<file path="src/rtl/connect_count_feeder_pkg.sv">
// rtl/connect_count_feeder_pkg.sv - shared widths and types for the connected-component feeder
package connect_count_feeder_pkg;

   localparam int GRAPH_WIDTH = 128;
   localparam int COUNT_WIDTH = 6;

   typedef logic [GRAPH_WIDTH-1:0] graph_t;
   typedef logic [COUNT_WIDTH-1:0] count_t;

endpackage

</file>
<file path="src/rtl/connect_count_feeder_fifo.sv">
// rtl/connect_count_feeder_fifo.sv - synchronous FIFO with registered full/empty and occupancy
module feeder_fifo #(
   parameter int WIDTH = 8,
   parameter int DEPTH = 4
) (
   input  logic                       clk,
   input  logic                       rst,
   input  logic                       i_push,
   input  logic [WIDTH-1:0]           i_data,
   input  logic                       i_pop,
   output logic [WIDTH-1:0]           o_data,
   output logic                       o_full,
   output logic                       o_empty,
   output logic [$clog2(DEPTH+1)-1:0] o_count
);

   localparam int AW = $clog2(DEPTH);
   localparam int CW = $clog2(DEPTH + 1);
   localparam logic [CW-1:0] DEPTH_C = CW'(DEPTH);

   logic [WIDTH-1:0] r_mem [DEPTH];
   logic [AW-1:0]    r_wr_ptr;
   logic [AW-1:0]    r_rd_ptr;
   logic [CW-1:0]    r_count;
   logic             r_full;
   logic             r_empty;
   logic [CW-1:0]    w_count_nxt;
   logic             w_do_push;
   logic             w_do_pop;

   // Overflow/underflow requests are dropped rather than corrupting pointers.
   assign w_do_pop  = i_pop & !r_empty;
   assign w_do_push = i_push & !r_full;

   always_comb begin
      w_count_nxt = r_count;
      if (w_do_push && !w_do_pop) begin
         w_count_nxt = r_count + CW'(1);
      end else if (!w_do_push && w_do_pop) begin
         w_count_nxt = r_count - CW'(1);
      end
   end

   always_ff @(posedge clk) begin
      if (rst) begin
         r_wr_ptr <= '0;
         r_rd_ptr <= '0;
         r_count  <= '0;
         r_full   <= 1'b0;
         r_empty  <= 1'b1;
      end else begin
         if (w_do_push) begin
            r_wr_ptr <= r_wr_ptr + AW'(1);
         end
         if (w_do_pop) begin
            r_rd_ptr <= r_rd_ptr + AW'(1);
         end
         r_count <= w_count_nxt;
         r_full  <= (w_count_nxt == DEPTH_C);
         r_empty <= (w_count_nxt == '0);
      end
   end

   always_ff @(posedge clk) begin
      if (w_do_push) begin
         r_mem[r_wr_ptr] <= i_data;
      end
   end

   assign o_data  = r_mem[r_rd_ptr];
   assign o_full  = r_full;
   assign o_empty = r_empty;
   assign o_count = r_count;

endmodule

</file>
<file path="src/rtl/connect_count_feeder.sv">
// rtl/connect_count_feeder.sv - feeds jobs to the connected-component core and buffers its results
module connect_count_feeder
   import connect_count_feeder_pkg::*;
#(
   parameter int EXTRA_DATA_WIDTH  = 10,
   parameter int DATA_IN_LATENCY   = 4,
   parameter int JOB_FIFO_DEPTH    = 4,
   parameter int RESULT_FIFO_DEPTH = 16
) (
   input  logic                        clk,
   input  logic                        rst,
   input  logic                        jobValid,
   output logic                        jobReady,
   input  logic [GRAPH_WIDTH-1:0]      jobGraph,
   input  logic [EXTRA_DATA_WIDTH-1:0] jobExtraData,
   input  logic                        coreRequest,
   output logic                        coreStart,
   output logic [GRAPH_WIDTH-1:0]      coreGraph,
   output logic [COUNT_WIDTH-1:0]      coreCountInit,
   output logic [EXTRA_DATA_WIDTH-1:0] coreExtraData,
   input  logic                        coreDone,
   input  logic [COUNT_WIDTH-1:0]      coreCount,
   input  logic [EXTRA_DATA_WIDTH-1:0] coreTag,
   output logic                        resultValid,
   input  logic                        resultReady,
   output logic [COUNT_WIDTH-1:0]      resultCount,
   output logic [EXTRA_DATA_WIDTH-1:0] resultExtraData
);

   localparam int JOB_W  = GRAPH_WIDTH + EXTRA_DATA_WIDTH;
   localparam int RES_W  = COUNT_WIDTH + EXTRA_DATA_WIDTH;
   localparam int PIPE_W = 1 + JOB_W;
   localparam int JCW    = $clog2(JOB_FIFO_DEPTH + 1);
   localparam int RCW    = $clog2(RESULT_FIFO_DEPTH + 1);
   localparam int RCW1   = RCW + 1;
   localparam logic [JCW-1:0] JOB_DEPTH_C = JCW'(JOB_FIFO_DEPTH);
   localparam logic [RCW:0]   RES_DEPTH_C = RCW1'(RESULT_FIFO_DEPTH);

   logic              w_job_push;
   logic              w_job_full;
   logic              w_job_empty;
   logic [JOB_W-1:0]  w_job_data;
   logic [JCW-1:0]    w_job_count;
   logic              w_issue;
   logic              w_credit_ok;
   logic              w_res_full;
   logic              w_res_empty;
   logic              w_res_pop;
   logic [RES_W-1:0]  w_res_data;
   logic [RCW-1:0]    w_res_count;
   logic [PIPE_W-1:0] r_pipe [DATA_IN_LATENCY];
   logic [RCW-1:0]    r_in_flight;

   assign jobReady   = !rst & !w_job_full;
   assign w_job_push = jobValid & jobReady;

   feeder_fifo #(
      .WIDTH (JOB_W),
      .DEPTH (JOB_FIFO_DEPTH)
   ) u_job_fifo (
      .clk     (clk),
      .rst     (rst),
      .i_push  (w_job_push),
      .i_data  ({jobGraph, jobExtraData}),
      .i_pop   (w_issue),
      .o_data  (w_job_data),
      .o_full  (w_job_full),
      .o_empty (w_job_empty),
      .o_count (w_job_count)
   );

   // Every issued job reserves a result slot until its result leaves the buffer.
   assign w_credit_ok = ({1'b0, r_in_flight} + {1'b0, w_res_count}) < RES_DEPTH_C;
   assign w_issue     = coreRequest & !w_job_empty & w_credit_ok & !rst;

   always_ff @(posedge clk) begin
      if (rst) begin
         for (int i = 0; i < DATA_IN_LATENCY; i++) begin
            r_pipe[i] <= '0;
         end
      end else begin
         r_pipe[0] <= w_issue ? {1'b1, w_job_data} : '0;
         for (int i = 1; i < DATA_IN_LATENCY; i++) begin
            r_pipe[i] <= r_pipe[i-1];
         end
      end
   end

   assign {coreStart, coreGraph, coreExtraData} = r_pipe[DATA_IN_LATENCY-1];
   assign coreCountInit = '0;

   always_ff @(posedge clk) begin
      if (rst) begin
         r_in_flight <= '0;
      end else begin
         case ({w_issue, coreDone})
            2'b10:   r_in_flight <= r_in_flight + RCW'(1);
            2'b01:   r_in_flight <= r_in_flight - RCW'(1);
            default: r_in_flight <= r_in_flight;
         endcase
      end
   end

   assign resultValid = !w_res_empty;
   assign w_res_pop   = resultValid & resultReady;

   feeder_fifo #(
      .WIDTH (RES_W),
      .DEPTH (RESULT_FIFO_DEPTH)
   ) u_res_fifo (
      .clk     (clk),
      .rst     (rst),
      .i_push  (coreDone),
      .i_data  ({coreCount, coreTag}),
      .i_pop   (w_res_pop),
      .o_data  (w_res_data),
      .o_full  (w_res_full),
      .o_empty (w_res_empty),
      .o_count (w_res_count)
   );

   assign resultCount     = w_res_data[EXTRA_DATA_WIDTH +: COUNT_WIDTH];
   assign resultExtraData = w_res_data[EXTRA_DATA_WIDTH-1:0];

   // A result with no reserved slot means the core and feeder disagree about outstanding work.
   always_ff @(posedge clk) begin
      if (!rst) begin
         if (coreDone) begin
            assert (!w_res_full) else $fatal(1, "coreDone with result buffer full");
            assert (r_in_flight != '0) else $fatal(1, "coreDone with no job in flight");
         end
         assert (w_job_count <= JOB_DEPTH_C) else $fatal(1, "job buffer occupancy out of range");
      end
   end

endmodule

</file>
<file path="config.mk">
export PLATFORM = sky130hd
export DESIGN_NAME = connect_count_feeder
export DESIGN_NICKNAME = d
export VERILOG_FILES = /design/src/rtl/connect_count_feeder_pkg.sv /design/src/rtl/connect_count_feeder_fifo.sv /design/src/rtl/connect_count_feeder.sv
export SDC_FILE = /design/constraint.sdc
export NUM_CORES = 1
export LEC_CHECK = 0
export ABC_CLOCK_PERIOD_IN_PS = 14750
export BUFFER_PORTS_ARGS = -buffer_cell sky130_fd_sc_hd__buf_2
export CAP_MARGIN = 10
export CORE_MARGIN = 10
export CORE_UTILIZATION = 41
export CTS_BUF_LIST = sky130_fd_sc_hd__clkbuf_4
export DETAILED_ROUTE_END_ITERATION = 6
export PLACE_DENSITY = 0.66
export RECOVER_POWER = 50
export SLEW_MARGIN = 10
export SYNTH_ARGS = -nofsm -noshare
export SYNTH_HDL_FRONTEND = slang
export SYNTH_SLANG_ARGS = --single-unit
</file>
<file path="constraint.sdc">
create_clock -name clk -period 14.75 [get_ports clk]
set_clock_uncertainty 0.2 [all_clocks]
set_input_delay 2.95 -clock clk [delete_from_list [all_inputs] [get_ports clk]]
set_output_delay 2.95 -clock clk [all_outputs]
set_load 0.02 [all_outputs]
</file>
## Word level (Yosys, flattened, before mapping)

Memory sizes are Yosys's and may differ from the RTL's. A register that Yosys moved wholly into a read port is not among the register bits.
Index checks and enable logic that the tools add are counted.

- Reductions and logical operators: 16
- Bitwise gates (word level): 14
- Add/subtract/negate cells: 11
- Mux-type cells: 21
- Equal/unequal tests: 4
- Order comparisons: 1

Operator list:

| operator | count |
|---|---|
| 139-bit 2-to-1 mux | 5 |
| 5-bit by 1-bit adder with 5-bit output, second input constant | 2 |
| 1-bit bitwise AND | 10 |
| 5-bit 2-to-1 mux | 2 |
| 5-bit case mux with 2 select lines | 1 |
| 5-bit by 1-bit subtractor with 5-bit output, second input constant | 2 |
| 1-bit zero test | 9 |
| 4-bit by 1-bit adder with 4-bit output, second input constant | 2 |
| 4-bit 2-to-1 mux | 2 |
| 1-bit 2-to-1 mux | 7 |
| 5-bit by 5-bit adder with 6-bit output | 1 |
| 6-bit by 5-bit < comparator with 1-bit output, second input constant | 1 |
| 3-bit 2-to-1 mux | 2 |
| 5-bit equality test, second input constant | 1 |
| 5-bit zero test | 1 |
| 2-bit by 1-bit adder with 2-bit output, second input constant | 2 |
| 1-bit logical AND | 4 |
| 2-bit 2-to-1 mux | 2 |
| 1-bit OR | 4 |
| 3-bit by 1-bit adder with 3-bit output, second input constant | 1 |
| 3-bit equality test, second input constant | 1 |
| 3-bit zero test | 1 |
| 3-bit by 1-bit subtractor with 3-bit output, second input constant | 1 |
| 2-bit by 1-bit equality test with 1-bit output, second input constant | 1 |
| 2 further kinds | 2 |

- Register bits: 29
- Memories kept: 3
- Memory bits (writable): 1364

Memory list:

| name | words | width | rd ports | clocked after memory_dff | wr ports | line | RTL |
|---|---|---|---|---|---|---|---|
| r_pipe | 4 | 139 | 4 | 0 | 4 | connect_count_feeder.sv:51 | `logic [PIPE_W-1:0] r_pipe [DATA_IN_LATENCY];` |
| u_job_fifo.r_mem | 4 | 138 | 1 | 1 | 1 | connect_count_feeder_fifo.sv:21 | `logic [WIDTH-1:0] r_mem [DEPTH];` |
| u_res_fifo.r_mem | 16 | 16 | 1 | 1 | 1 | connect_count_feeder_fifo.sv:21 |  |

## Logic depth before layout (Yosys ltp)

Gate-level depths: netlist of the first run.

- Word-level depth: 9
- Depth in mapped cells: 14
- Mapped depth without buffers: 13

## Cells and area by module

A second synthesis of the first run with hierarchy kept.

- Cells, all modules: 2493
- Area total of the unflattened synthesis: 46696.0 um^2

By module, submodules not included:

| module | cells an instance | area an instance (um^2) | seq. area each (um^2) | times used |
|---|---|---|---|---|
| feeder_fifo (u_job_fifo) | 791 | 20619.8 | 16796.1 | 1 |
| connect_count_feeder | 1229 | 15351.0 | 11230.8 | 1 |
| feeder_fifo (u_res_fifo) | 473 | 10725.3 | 8067.7 | 1 |

## Least setup slack after synthesis of the first run

No wires, ideal clock.

- Path kind: input to register
- From: input rst
- To: memory u_job_fifo.r_mem[0][0] (netlist name) (enable)
- Arrival time: 6975 ps
- Buffers on the path: 2
- Stages: 4
- Data required time: 14036 ps
- Setup time: 514 ps
- Setup slack: 7061 ps
- Cell sequence: buf_6 -> nor3b_1 -> clkbuf_1 -> and2_1

- Word-level cells in the longest chain between the ends: 6

Ends and longest elaborated chain:

| item | line | RTL |
|---|---|---|
| from (decl) | connect_count_feeder.sv:11 | `input logic rst,` |
| 1-bit zero test | -- |  |
| 1-bit bitwise AND | connect_count_feeder.sv:54 | `assign jobReady = !rst & !w_job_full;` |
| 1-bit bitwise AND | connect_count_feeder.sv:55 | `assign w_job_push = jobValid & jobReady;` |
| 1-bit bitwise AND | connect_count_feeder_fifo.sv:33 | `assign w_do_push = i_push & !r_full;` |
| 1-bit 2-to-1 mux | connect_count_feeder_fifo.sv:65 | `if (w_do_push) begin` |
| 1-bit 2-to-1 mux (not written as such) | connect_count_feeder_fifo.sv:66 | `r_mem[r_wr_ptr] <= i_data;` |
| to (decl) | connect_count_feeder_fifo.sv:21 |  |

No other way between the ends.

==> impl_results.md, run 1 <==
- Status: finished with violations
- Failing checks: max-capacitance violations, max-slew violations
- Starting density of the core: 0.412
- Post-cts gate resize count: 0
- Post-synth cell types: 50
- Clk_lat worst skew: 1.15 ns
- Die outline area: 127000 um2
- Hold Buf Count CTS: 0
- P_sw: 1.78 mW
- Clock sink count: 1399
- Final setup TNS: 0 ns
- Synth top area cells: edfxtp_1 (52%), dfxtp_1 (26%), mux4_2 (11%)
- Dpl hpwl: 53900 um
- Total power: 8.16 mW
- Post-route ant nets: 0
- First-pass GRT wire length: 145000 um
- Clock Power Share: 0.416
- Via count: 23000
- Layout cells sized above 1: 0.310
- H-tree depth: 5
- Post-Syn Area: 46300 um2
- Largest net degree at the start of global routing: 212
- Max Transition Viols Final: 372
- Pint: 6.38 mW
- CTS Buffer Depth: 4
- Die height: 356 um
- #FFs+latches synth: 1399
- Synth top area share: 0.524
- CTS tree: yes
- Core box area: 112000 um2
- Post-synthesis simple-gate area fraction: 0.0863
- CTS Root Cell: clkbuf_4
- Met1 Usage GRT: 0.186
- Vias in the first global route: 23900
- CTS Buf Count: 371
- Synth warn: 0
- Reported leakage power: 19.6 nW
- Avg Cell Area, Syn: 18.5 um2
- Fmax: 101 MHz
- Gate count of the mapped netlist: 2503
- Fin. Hold Viols: 0
- DR vias/cell: 4.71
- Most used routing layer: met2
- Class of the worst hold path: register to register
- Die W: 356 um
- Critical path fanouts, max: 211
- DR iter-0 viols: 1249
- Logic pwr share: 0.057
- Drt drc: 0
- Sequential share of power: 0.527
- P&R area growth vs syn: 17.2%
- Kind of critical path: primary input to register
- RSZ-0062 raised after global routing: false
- Antenna violations before repair: 35
- Number of synthesized flops with an enable pin: 808
- I/O pin total: 323
- Proportion of synthesized area in mux cells: 0.107
- Placer congestion estimate: 0.738
- Synth Area in Adders: 0.00611
- GRT overflow: 0
- Cell accounting for the most synthesized area: edfxtp_1
- Critical path data required time: 15.26 ns
- First-pass DRT Iterations: 5
- Xor and xnor area share after synthesis: 0.00303
- Final #Nets: 3271
- Slew margin rel.: -2.00
- Floorplan row count: 123
- Global Route Usage Sum: 0.149
- CP endpoint kind: register
- Ys async rst share: 0
- Post-Route WL: 95300 um
- Average wire per standard cell: 19.5 um
- Fin crit share: 0.668
- Routing usage on met2: 0.232
- Largest family of logic cells by synthesized area: multiplexers
- Met3 Usage GRT: 0.0594
- Max Cap Violations: 4
- Critical Path AT: 10.36 ns
- Worst vdd ir: 0.109 mV
- Clock transition at the registers of the reported paths: 0.06 ns
- I/O Buffers: 316
- CP Launch Type: primary input
- Pwr Density: 150 nW/um2
- Post-synthesis compound-gate area fraction: 0.00406
- Least-Margin Pin Slew: 4.49 ns
- Ys flop type: edfxtp_1
- Final setup fails: 0
- # Post-CTS Setup Buffers: 0
- Tmin final: 9.86 ns
- Net Sw Frac: 0.218
- Seq/Total Area, Yosys: 0.780
[per-layer routing]
layer  part of all wire  wire (um)  up-vias
li1                   -          -    10600
met2               0.47      45200      681
met4              0.019       1790       34
met5             0.0025        239        -
met1               0.42      40400    11400
met3              0.081       7680      176
[kinds of logic after synthesis]
| family | after synthesis |
|---|---|
| buffers and inverters | 156 |
| AND/OR/NAND/NOR | 659 |
| multiplexers | 221 |
| other | 1 |
| adder cells (fa/ha/maj) | 22 |
| flip-flops | 1399 |
| AO/OA/AOI/OAI | 29 |
| XOR/XNOR | 16 |
[sequential cells by signal, summed over array words and instances, names as in the netlist, named ones only]
signal,cells
u_res_fifo.o_empty,1
u_job_fifo.o_full,1
u_res_fifo.r_wr_ptr,4
u_job_fifo.r_wr_ptr,2
u_job_fifo.r_mem,552
u_job_fifo.r_rd_ptr,2
u_res_fifo.o_full,1
u_job_fifo.o_empty,1
u_res_fifo.r_rd_ptr,4
r_pipe,556
u_res_fifo.r_mem,256
u_res_fifo.o_count,5
r_in_flight,5
u_job_fifo.o_count,3
[critical path, cell delays in order]
cell and delay, ns:
clkbuf_1 3.09, clkbuf_2 3.37, nor2b_1 0.83
[cell type report]
cell class,count,area (um2)
Antenna cell,11,27.5
Sequential cell,1399,36100
Timing Repair Buffer,350,1620
Multi-Input combinational cell,953,9650
Clock buffer,592,4440
Clock inverter,62,435
Tap cell,1500,1880
Fill cell,9655,58100
Inverter,14,52.6
[worst paths after layout]
path	start	to	slack [ns]	cells past startpoint
worst max-delay path	rst	r_pipe[3][19]	4.89	3
worst min-delay path	r_pipe[1][36]	r_pipe[2][36]	0.18	1
worst max register to register	u_res_fifo.o_count[4]	r_in_flight[4]	10.57	13
worst min register to register	r_pipe[1][36]	r_pipe[2][36]	0.18	1
[cells in the final DEF (no fill, tap or decap), types with 2 or more instances in the layout]
master      count
dfxtp_4         3
inv_1          13
clkinv_1       41
and4_1          2
o21a_1          2
edfxtp_1      808
a21oi_1        11
xor2_1          8
clkbuf_1      165
o31ai_1         2
buf_2         160
and2_4          4
nand3_1         4
conb_1          6
nor2_2          6
nor2b_1       422
clkbuf_4      592
and3_1        140
diode_2        11
bufinv_16       6
a22oi_1         2
nor2_1         34
nor3_4          5
a21o_1          3
clkinv_2        7
dfxtp_1       586
ha_1           21
or2_2           2
mux4_2        218
xnor2_1         8
clkinvlp_4      3
nor3_1          7
nand2b_1        5
a31oi_1         2
nand4_1         3
dfxtp_2         2
nand2_1        17
buf_4          23
clkinv_4        5
[stage by stage]
stage	worst slack [ns]	hold slack (ns)	instances	util	cell area [um2]
after CTS	7.37	0.151	4870	0.485	54500
after global routing	3.95	0.191	4875	0.482	54200
after detailed placement	7.81	0.220	4216	0.441	49600
after floorplan	7.06	0.214	2508	-	46300
final	4.89	0.179	4881	0.483	54200
after global placement	7.80	0.216	4216	0.441	49600
[cells in the mapped netlist (2+ instances only)]
| library cell | count |
|---|---|
| buf_2 | 7 |
| o31ai_1 | 2 |
| nand3_1 | 4 |
| and3_1 | 140 |
| buf_4 | 7 |
| mux4_2 | 218 |
| xor2_1 | 8 |
| nor3_1 | 11 |
| a21o_1 | 3 |
| nand2b_1 | 5 |
| o21a_1 | 2 |
| nand2_1 | 17 |
| inv_1 | 13 |
| a22oi_1 | 2 |
| a21oi_1 | 11 |
| nand4_1 | 3 |
| and4_1 | 2 |
| edfxtp_1 | 808 |
| buf_1 | 17 |
| and2_1 | 5 |
| clkbuf_1 | 110 |
| a31oi_1 | 2 |
| ha_1 | 21 |
| xnor2_1 | 8 |
| nor2b_1 | 422 |
| or2_2 | 2 |
| nor2_1 | 40 |
| dfxtp_1 | 591 |
[power groups by stage]
stage | Sequential [mW] | Clock [mW] | Combinational [mW]
after detailed placement | 4.39 | 0 | 0.480
after CTS | 4.30 | 3.52 | 0.482
after global placement | 4.38 | 0 | 0.476
after floorplan | 4.37 | 0 | 0.338
final | 4.30 | 3.39 | 0.462
after global routing | 4.31 | 3.75 | 0.509
No activity file was read; power rests on OpenSTA's default activity.
==> run 2, diff against run 1 <==
--- a/config.mk
+++ b/config.mk
@@ -5,7 +5,8 @@
 export SDC_FILE = /design/constraint.sdc
 export NUM_CORES = 1
 export LEC_CHECK = 0
-export ABC_CLOCK_PERIOD_IN_PS = 14750
+export ABC_AREA = 1
+export ABC_CLOCK_PERIOD_IN_PS = 9800
 export BUFFER_PORTS_ARGS = -buffer_cell sky130_fd_sc_hd__buf_2
 export CAP_MARGIN = 10
 export CORE_MARGIN = 10
==> constraint.sdc (replaced) <==
create_clock -name clk -period 9.8 [get_ports clk]
set_clock_uncertainty 0.2 [all_clocks]
set_input_delay 1.96 -clock clk [delete_from_list [all_inputs] [get_ports clk]]
set_output_delay 1.96 -clock clk [all_outputs]
set_load 0.02 [all_outputs]
==> impl_results.md, run 2 <==
- Hold Path Depth: 2
- Ys async rst share: 0
- Crit-path leading delay family: buffers and inverters
- Fmax: 170 MHz
- Post-synth cell types: 32
- Number of synthesized flops with an enable pin: 808
- I/O Buffers: 316
- Worst R2R End: r_in_flight[4]
- Average wire per standard cell: 16.8 um
- Die height: 361 um
- RR Startpoint: u_res_fifo.o_count[1]
- Top flop regs: r_pipe (556), u_job_fifo.r_mem (552), u_res_fifo.r_mem (256)
- Drt drc: 0
- Critical path fanouts, max: 65
- Cell accounting for the most synthesized area: edfxtp_1
- CP cell instances: buf_4 -> inv_2 -> buf_4 -> o211ai_1 -> o211ai_1 -> nand2_1 -> buf_2
- Fin crit share: 0.599
- Clock sink count: 1399
- Met3 Usage GRT: 0.0707
- Slew margin rel.: -1.80
- CP endpoint kind: primary output
- Layout cells sized above 1: 0.164
- Worst path max stage delay: 0.61 ns
- I/O pin total: 323
- R2R Setup Slk: 6.36 ns
- Kind of critical path: register to primary output
- Core box area: 116000 um2
- Via count: 29500
- Buffers & Inverters on Critical Path: 4
- Floorplan row count: 125
- Failing checks: max-capacitance violations, max-slew violations
- Avg Cell Area, Syn: 11.9 um2
- Routing usage on met2: 0.252
- Most frequent cells in the layout: nor2_1 (995), edfxtp_1 (808), dfxtp_1 (587)
- Gate count of the mapped netlist: 4009
- Hold Buf Count CTS: 0
- Post-cts gate resize count: 0
- #FFs+latches synth: 1399
- DR vias/cell: 4.64
- Vias in the first global route: 29100
- Least-Margin Pin Slew: 4.20 ns
- Reported leakage power: 20.3 nW
- Commonest non-fill, non-tap cell in the layout: nor2_1
- Fin cells: 6358
- Largest net degree at the start of global routing: 210
- Antenna violations before repair: 55
- Global Route Usage Sum: 0.160
- DP Cell Count: 5683
- Final #Nets: 4707
- Tmin final: 5.87 ns
- H-tree depth: 5
- Final setup fails: 0
- Most flop-heavy register: r_pipe
- Die W: 361 um
- Critical Path AT: 3.71 ns
- Worst vdd ir: 0.146 mV
- Synth warn: 0
- Commonest cells in the netlist: nor2_1 (1012), edfxtp_1 (808), dfxtp_1 (591)
- CP Launch Type: register
- Count leader, synth: nor2_1
- Dpl hpwl: 57000 um
- CTS Root Cell: clkbuf_4
- Die outline area: 130000 um2
- Max Cap Violations: 8
- RSZ-0062 raised after global routing: false
- Placer congestion estimate: 0.761
- Pwr Density: 221 nW/um2
- First-pass GRT wire length: 163000 um
- Worst Reg2Reg Path Length in Cells: 15
- Status: finished with violations
- Clock transition at the registers of the reported paths: 0.06 ns
- # Post-CTS Setup Buffers: 0
- Final setup TNS: 0 ns
- Post-Syn Area: 47700 um2
- Most used routing layer: met2
- DR iter-0 viols: 2193
- Slowest CP cell: buf_4
- Met1 Usage GRT: 0.192
- Critical path data required time: 7.64 ns
- Starting density of the core: 0.412
- Clk_lat worst skew: 1.25 ns
- Post-Route WL: 107000 um
- GRT overflow: 0
- Hold Path Sink: r_pipe[3][48]
- Min-delay src: r_pipe[2][48]
- CTS Buf Count: 364
- Class of the worst hold path: register to register
- P&R area growth vs syn: 15.6%
- CTS tree: yes
- First-pass DRT Iterations: 5
- Synth top area share: 0.508
- CTS Buffer Depth: 4
- Max Transition Viols Final: 344
- Post-route ant nets: 0
- Ys flop type: edfxtp_1
- Synth top area cells: edfxtp_1 (51%), dfxtp_1 (25%), nor2_1 (8.0%)
- Seq/Total Area, Yosys: 0.756
- Fin. Hold Viols: 0
- Number of flip-flops in the largest register: 556
## run 2: area by class of cell
cell class                 instances  area, um2
fill                           10400      60700
sequential                      1399      36100
multi-input combinational       1876       8850
clock buffer                     551       4140
inverter                         533       2010
tap                             1524       1910
timing repair buffer             351       1680
clock inverter                    95        395
antenna                           29       72.6
## run 2: cell families (layout without fill, tap and decap cells)
| kind of cell | count (synthesis) | after routing | synth area share |
|---|---|---|---|
| other | 1 | 35 | 0.0000786 |
| AOI/OAI and AO/OA | 660 | 660 | 0.0727 |
| muxes | 65 | 65 | 0.0136 |
| xor gates and xnor gates | 9 | 9 | 0.00165 |
| buffers and inverters | 739 | 1530 | 0.0604 |
| adders and majority gates | 22 | 22 | 0.00593 |
| DFF | 1399 | 1399 | 0.756 |
| and+or+nand+nor | 1114 | 1114 | 0.0892 |
## run 2: stage by stage
stage	worst slack [ns]	area [um2]	hold slack (ns)	util	total power, mW
global route	3.57	55100	0.130	0.476	12.8
floorplan	0.660	47700	0.188	-	7.21
detailed placement	4.63	50800	0.192	0.438	7.49
finish	3.93	55100	0.123	0.476	12.2
global placement	4.62	50800	0.188	0.438	7.47
CTS	3.78	55300	0.136	0.477	12.4
## run 2: how the worst max path moves through the flow
stage,slack [ns],start,cells past startpoint,to
final,3.93,register,7,resultCount[1]
after detailed placement,4.63,rst,13,r_in_flight[3]
after CTS,3.78,register,6,resultCount[1]
after global routing,3.57,register,7,resultCount[1]
after floorplan,0.66,rst,5,u_job_fifo.r_mem[0][0]
after global placement,4.62,rst,13,r_in_flight[4]
## run 2: power by group
part           internal [mW]  leakage [nW]  switching (mW)
logic                  0.267          5.46           0.619
clock network           2.58          2.74            2.24
registers               6.39          12.1          0.0701
total                   9.24          20.3            2.93
## run 2: worst reg2reg max path, cell delays in order (launching register included)
cell	delay [ns]
dfxtp_1	0.41
ha_1	0.26
nand3_1	0.08
nand2_1	0.05
nand2_1	0.05
nand2_1	0.05
nand2_1	0.18
nand2_8	0.46
ha_1	0.49
ha_1	0.36
nand2_1	0.10
nor2_1	0.04
a211oi_1	0.21
xor2_1	0.11
nand2_1	0.07
a21oi_1	0.05
## run 2: routing by layer
metal | up-vias | routed length, um
met5 | - | 405
met4 | 62 | 2340
met3 | 243 | 10500
met2 | 916 | 49700
met1 | 13800 | 43700
li1 | 14400 | -
